<file path="src/rtl/regfile_arb_pkg.sv">
// Shared types and sizes for the regfile write arbiter.
// State enum, write bundle, address/data widths.
package regfile_arb_pkg;

  localparam int ADDR_W   = 2;
  localparam int DATA_W   = 4;
  localparam int NENTRIES = 4;

  typedef enum logic {
    CLEAR,
    RUN
  } state_t;

  typedef struct packed {
    logic              wen;
    logic [ADDR_W-1:0] addr;
    logic [DATA_W-1:0] data;
  } rf_wr_t;

endpackage

</file>
<file path="src/rtl/rr_arb2.sv">
// Two-requester round-robin grant, purely combinational.
// req[1:0] in, prio picks req[1] on conflict, en gates; gnt one-hot or 0.
module rr_arb2 (
  input  logic [1:0] req,
  input  logic       prio,
  input  logic       en,
  output logic [1:0] gnt
);

  assign gnt[0] = en & req[0] & (~req[1] | ~prio);
  assign gnt[1] = en & req[1] & (~req[0] |  prio);

endmodule

</file>
<file path="src/rtl/regfile_write_arbiter.sv">
// Shares the regfile write port between A and B; clears all entries
// after reset or on a clear pulse. Ports: a_*/b_* handshakes, clear, busy, rf_*.
module regfile_write_arbiter
  import regfile_arb_pkg::*;
#(
  parameter logic [DATA_W-1:0] CLEAR_VAL = 4'h0
) (
  input  logic              clk,
  input  logic              rst_n,
  input  logic              a_val,
  input  logic [ADDR_W-1:0] a_addr,
  input  logic [DATA_W-1:0] a_data,
  output logic              a_rdy,
  input  logic              b_val,
  input  logic [ADDR_W-1:0] b_addr,
  input  logic [DATA_W-1:0] b_data,
  output logic              b_rdy,
  input  logic              clear,
  output logic              busy,
  output logic              rf_wen,
  output logic [ADDR_W-1:0] rf_waddr,
  output logic [DATA_W-1:0] rf_wdata
);

  state_t            st;
  logic [ADDR_W-1:0] cnt;
  logic              prio;
  rf_wr_t            wr;
  logic [1:0]        gnt;
  logic              hs_a;
  logic              hs_b;

  rr_arb2 u_arb (
    .req  ({b_val, a_val}),
    .prio (prio),
    .en   (st == RUN),
    .gnt  (gnt)
  );

  // gnt already includes the valid, so a grant is a handshake
  assign hs_a  = gnt[0];
  assign hs_b  = gnt[1];
  assign a_rdy = gnt[0];
  assign b_rdy = gnt[1];
  assign busy  = (st == CLEAR);

  assign rf_wen   = wr.wen;
  assign rf_waddr = wr.addr;
  assign rf_wdata = wr.data;

  always_ff @(posedge clk or negedge rst_n) begin
    if (!rst_n) begin
      st   <= CLEAR;
      cnt  <= '0;
      prio <= 1'b0;
      wr   <= '0;
    end else begin
      unique case (st)
        CLEAR: begin
          wr <= '{wen: 1'b1, addr: cnt, data: CLEAR_VAL};
          if (cnt == ADDR_W'(NENTRIES - 1)) begin
            st <= RUN;
          end else begin
            cnt <= cnt + 1'b1;
          end
        end
        RUN: begin
          unique case (1'b1)
            hs_a: begin
              wr   <= '{wen: 1'b1, addr: a_addr, data: a_data};
              prio <= 1'b1;
            end
            hs_b: begin
              wr   <= '{wen: 1'b1, addr: b_addr, data: b_data};
              prio <= 1'b0;
            end
            default: wr.wen <= 1'b0;
          endcase
          // a handshake in the same cycle still lands before the clear
          if (clear) begin
            st  <= CLEAR;
            cnt <= '0;
          end
        end
        default: st <= CLEAR;
      endcase
    end
  end

endmodule

</file>
<file path="config.mk">
export PLATFORM = sky130hd
export DESIGN_NAME = regfile_write_arbiter
export DESIGN_NICKNAME = d
export VERILOG_FILES = /design/src/rtl/regfile_arb_pkg.sv /design/src/rtl/rr_arb2.sv /design/src/rtl/regfile_write_arbiter.sv
export SDC_FILE = /design/constraint.sdc
export NUM_CORES = 1
export LEC_CHECK = 0
export ABC_AREA = 1
export CAP_MARGIN = 20
export CORE_AREA = 10 10 51 53
export CTS_BUF_LIST = sky130_fd_sc_hd__clkbuf_16
export CTS_CLUSTER_SIZE = 40
export DETAILED_ROUTE_END_ITERATION = 10
export DIE_AREA = 0 0 61 63
export PLACE_DENSITY = 0.72
export RECOVER_POWER = 50
export SLEW_MARGIN = 25
export SYNTH_ARGS = -nofsm -noshare
export SYNTH_HDL_FRONTEND = slang
export SYNTH_HIERARCHICAL = 1
export SYNTH_SLANG_ARGS = --single-unit
</file>
<file path="constraint.sdc">
create_clock -name clk -period 1.44 [get_ports clk]
set_input_delay 0.288 -clock clk [delete_from_list [all_inputs] [get_ports clk]]
set_output_delay 0.288 -clock clk [all_outputs]
set_load 0.02 [all_outputs]
</file>
==> results of run 1 <==
==> metal layers <==
metal / vias to the layer above / global-route usage (%) / part of all wire (%)
li1: 312 / - / -
met1: 274 / 11.4 / 45
met2: 27 / 12.6 / 47
met3: 0 / 3.25 / 7.7
met4: 0 / 4.95 / 0
met5: - / 0 / 0
==> metrics by stage <==
stage | cells | cell area [um2]
final | 128 | 992
after global routing | 128 | 992
after CTS | 126 | 966
after detailed placement | 122 | 905
after global placement | 122 | 905
after floorplan | 76 | 604
==> worst min path at each step <==
| stage | from | to | cells past startpoint |
|---|---|---|---|
| after floorplan | rst_n | cnt[0] | 0 |
| after global placement | rf_wdata[2] | rf_wdata[2] | 2 |
| after detailed placement | rf_waddr[0] | rf_waddr[0] | 2 |
| after CTS | rst_n | prio | 1 |
| after global routing | rst_n | prio | 1 |
| final | rst_n | prio | 1 |
==> kinds of logic after synthesis <==
logic type / synth area share, %
AO/OA/AOI/OAI: 7.54
AND/OR/NAND/NOR: 35.8
buffers and inverters: 6.29
adder cells (fa/ha/maj): 4.19
flip-flops: 46.1
==> sequential cells by signal (all words and copies together), names as in the netlist <==
name and count:
prio 1, rf_waddr 2, rf_wdata 4, rf_wen 1
st 1, cnt 2
==> what timing repair did <==
item	CTS	global route
resized for setup	17	5
setup buffers	0	2
hold buffers	0	0
endpoints found under the setup margin	13	8
==> power breakdown <==
| group | switching, mW | leakage [nW] | internal (mW) |
|---|---|---|---|
| logic | 0.531 | 0.352 | 0.386 |
| clock network | 0.128 | 0.0423 | 0.364 |
| registers | 0.0928 | 0.138 | 0.439 |
| total | 0.751 | 0.532 | 1.19 |
==> placed cells by master (no fill, tap or decap), drive strengths merged <==
cell type / netlist / routed
a21oi: 3 / 3
dlymetal6s2s: 0 / 2
clkdlybuf4s50: 0 / 13
o21ai: 3 / 3
nor2: 4 / 4
inv: 5 / 6
buf: 2 / 8
clkbuf: 0 / 4
o21a: 2 / 2
ha: 2 / 2
dlygate4sd2: 0 / 8
dfrtp: 11 / 11
dlygate4sd3: 0 / 1
nand2: 36 / 36
nand3: 8 / 8
==> layout make-up <==
type / instances / area [um2]
clock buffers: 3 / 75.1
clock inverters: 1 / 3.75
fillers: 142 / 659
inverters: 5 / 18.8
multi-input cells: 58 / 292
flip-flops and latches: 11 / 275
well taps: 17 / 21.3
repair buffers: 33 / 307
==> reports/qor.csv, run 1 <==
metric,value,unit
status,completed,
LEAKAGE,0.532,nW
post-route ant nets,0,
skew final,0.00329,ns
cell area after synthesis,597,um2
# diodes,0,
Worst EP arrival,1.07,ns
worst relative slew slack,66.0,%
"Largest delay share family, worst path",flip-flops,
drt wl/cell,13.4,um
CP max stage delay,0.42,ns
Total Wirelength,1.72,mm
crit end category,primary output,
CP max FO,5,
period utilization,94.3,%
CTS sink count,11,
crit path max-delay cell type,dfrtp_1,
Slew Limit Fails,0,
clk buf depth,2,
Yosys warnings,6,
flop2flop setup slack,0.15,ns
total gr overflow,0,
Setup TNS,0,ns
drt drc,0,
Boundary Pins,27,
Tmin final,1.36,ns
hpwl dp,1.35,mm
area added between synthesis and finish,66.2,%
WP buf/inv,2,
Die X,61,um
reg-to-reg endpoint,rf_waddr[0],
synthesized instance count,76,
ys flop type,dfrtp_1,
die height,63,um
Synth area leader,dfrtp_1,
CP Depth,2,
Core Area,1650,um2
Seq cells post-synth,11,
PD cells,1960,nW/um2
row cnt,15,
Post-Syn Nets,95,
initial DRC count,11,
TritonCTS clock tree,done,
Post-Place Setup Slack,-0.459,ns
nets@finish,131,
Critical R2R Launch,st,
first-pass GRT wire length,2.76,mm
hold_ws,0.463,ns
Max Freq,0.737,GHz
DR pass1 iterations,4,
CP Class,register to primary output,
layout cell share with drive strength beyond 1,14.4,%
Initial Utilization,36.1,%
Die ar.,3840,um2
Final Hold Vio Count,0,
measured slew at the worst slew-check pin,0.509,ns
CTS Buf Count,3,
total track usage,9.01,%
r2r worst-path depth,8,
Post-synth EDFFs,0,
fin util,60.1,%
Root Driver,clkbuf_16,
Peak VDD IR,1.08,mV
worst skew pair latency,0.24,ns
most frequent cells after synthesis,"36 x nand2_1, 11 x dfrtp_1, 8 x nand3_1, 4 x inv_1",
CTS H-tree depth,1,
post-synthesis cell type count,14,
largest cells by area after synthesis,"dfrtp_1 46%, nand2_1 23%, nand3_1 6.7%",
initial antenna violation count,0,
Worst Hold Class,primary input to asynchronous set/reset pin,
final setup violation count,0,
most frequent cell after synthesis,nand2_1,
GPL Wtd Cong,0.725,
crit path from,st,
CP cell instances,inv_2 -> dlygate4sd2_1,
Setup crit end,busy,
# port buffers,26,
Clock transition at path regs,0.04,ns
sequential-to-total area share from yosys stat,46.1,%
vias per cell,4.79,
Synth async-reset ratio,100,%
RSZ-0062 raised after global routing,false,
post-synth top area share,46.1,%
PnR worst setup slack,0.0828,ns
startpoint types,register,
number of global-route vias before repair,575,
Final Power,1.94,mW
"Avg Cell Area, Syn",7.85,um2
Worst EP required,1.15,ns
largest net degree at the start of global routing,12,
# Max-Cap Violations,0,
Vias,613,
Note: power is estimated with default switching activity, not from simulation.
==> run 2: changes to the inputs <==
Settings changed: GPL_TIMING_DRIVEN set to 0, MAX_ROUTING_LAYER set to met4.
==> run 2 against run 1 <==
  * Clock skew down 0.0020 ns
  * Critical path depth increased by 1
  * Cell area down 2.5%
  * First-iteration DRC count is 27% higher
  * Highest routed layer unchanged
==> reports/qor.csv, run 2 (synthesized netlist as in run 1, its figures left out) <==
metric,value,unit,change
status,completed,,
hold_ws,0.462,ns,-0.000671 ns
# Max-Cap Violations,0,,unchanged
Vias,586,,-4.4%
CP cell instances,nand2_1 -> a21oi_2 -> buf_6,,
Critical R2R Launch,st,,
CTS H-tree depth,1,,unchanged
row cnt,15,,unchanged
layout cell share with drive strength beyond 1,15.7,%,+1.3 points
worst relative slew slack,66.5,%,+0.53 points
drt drc,0,,unchanged
area added between synthesis and finish,62.1,%,
"Largest delay share family, worst path",flip-flops,,
CP max stage delay,0.45,ns,+0.03 ns
number of global-route vias before repair,585,,+1.7%
total track usage,9.21,%,+0.21 points
crit end category,primary output,,
reg-to-reg endpoint,prio,,
skew final,0.00134,ns,-0.00195 ns
die height,63,um,unchanged
Worst EP arrival,1.09,ns,+0.02 ns
"most common cell after layout, fill and taps aside",nand2_1,,
final instance area,967,um2,-2.5%
r2r worst-path depth,6,,-2
measured slew at the worst slew-check pin,0.501,ns,-0.00797 ns
Die X,61,um,unchanged
Worst EP required,1.15,ns,about the same
PD cells,1960,nW/um2,+0.26%
crit path from,st,,
CP Class,register to primary output,,
LEAKAGE,0.507,nW,-4.8%
# port buffers,26,,unchanged
Tmin final,1.38,ns,+0.0247 ns
final setup violation count,0,,unchanged
Die ar.,3840,um2,unchanged
clk buf depth,2,,unchanged
TritonCTS clock tree,done,,
nets@finish,128,,-2.3%
total gr overflow,0,,unchanged
Clock transition at path regs,0.04,ns,about the same
cts hold-fix bufs,0,,unchanged
DP Area,886,um2,-2.1%
Slew Limit Fails,0,,unchanged
post-route ant nets,0,,unchanged
RSZ-0062 raised after global routing,false,,
Max Freq,0.724,GHz,-1.8%
first-pass GRT wire length,2.75,mm,-0.51%
initial DRC count,14,,+3
# diodes,0,,unchanged
WP buf/inv,1,,-1
Core Area,1650,um2,unchanged
crit path max-delay cell type,dfrtp_2,,
Initial Utilization,36.1,%,unchanged
hpwl dp,1.31,mm,-3.0%
CTS sink count,11,,unchanged
CP max FO,9,,+4
max reg flops,4,,unchanged
drt wl/cell,13.7,um,+2.0%
DR pass1 iterations,4,,unchanged
flop2flop setup slack,0.07,ns,-0.08 ns
period utilization,96.0,%,+1.7 points
Boundary Pins,27,,unchanged
worst skew pair latency,0.23,ns,about the same
Worst Hold Class,primary input to asynchronous set/reset pin,,
startpoint types,register,,
most frequent cells in the layout,"35 x nand2_1, 13 x clkdlybuf4s50_1, 10 x dfrtp_1",,
largest net degree at the start of global routing,12,,unchanged
initial antenna violation count,0,,unchanged
Total Wirelength,1.71,mm,-0.35%
CTS Buf Count,3,,unchanged
Peak VDD IR,0.968,mV,-11%
Final Hold Vio Count,0,,unchanged
GPL Wtd Cong,0.722,,-0.52%
Root Driver,clkbuf_16,,
vias per cell,4.69,,-2.1%
fin util,58.6,%,-1.5 points
[run 2: cell count changes in the layout (fill, tap and decap cells not counted), sizes merged]
cell / delta
buf: -2
dlymetal6s2s: -1
clkbuf: +1
dlygate4sd2: -1
[run 2: what timing repair did]
| item | in CTS | in global routing |
|---|---|---|
| setup endpoints to repair | 10 | 3 |
| gates resized for setup | 23 | 4 |
| setup buffers | 2 | 0 |
[run 2: layout make-up]
type	count	area [um2]
clock inverters	1	3.75
flip-flops and latches	11	277
multi-input cells	58	293
well taps	17	21.3
plain buffers	2	18.8
clock buffers	3	75.1
repair buffers	28	260
fillers	150	684
inverters	5	18.8
[run 2: per-stage QoR]
| stage | TNS (ns) | total power [mW] | setup WS, ns | instances |
|---|---|---|---|---|
| CTS | 0 | 1.96 | 0.000313 | 125 |
| detailed placement | -2.59 | 1.46 | -0.627 | 119 |
| global placement | -2.44 | 1.44 | -0.623 | 119 |
| finish | 0 | 1.90 | 0.0581 | 125 |
| global route | 0 | 2.03 | 0.0144 | 125 |
| floorplan | 0 | 1.10 | 0.0389 | 76 |
[run 2: worst max path at each step]
| stage | endpoint | slack (ns) | depth (start not counted) |
|---|---|---|---|
| final | b_rdy | 0.06 | 3 |
| after CTS | a_rdy | 0.0003 | 4 |
| after floorplan | rf_waddr[0] | 0.04 | 8 |
| after detailed placement | a_rdy | -0.63 | 4 |
| after global routing | b_rdy | 0.01 | 3 |
| after global placement | a_rdy | -0.62 | 4 |
[run 2: power breakdown]
group          leakage, nW  internal [mW]  switching (mW)
combinational        0.328          0.346           0.500
clock               0.0423          0.363           0.124
sequential           0.137          0.442           0.121
total                0.507           1.15           0.745
[run 2: layer usage]
| metal | global-route usage [%] | part of all wire (%) | wire length (um) |
|---|---|---|---|
| met1 | 10.3 | 44 | 762 |
| met3 | 3.66 | 9.2 | 157 |
| met4 | 4.12 | 0 | 0 |
| met5 | - | 0 | 0 |
| met2 | 13.9 | 46 | 793 |
==> run 3: changes to the inputs <==
Settings changed: HOLD_SLACK_MARGIN set to 0.08.
==> results of run 3 <==
Same layout as run 2: the final DEF is identical, and so are final timing and power.
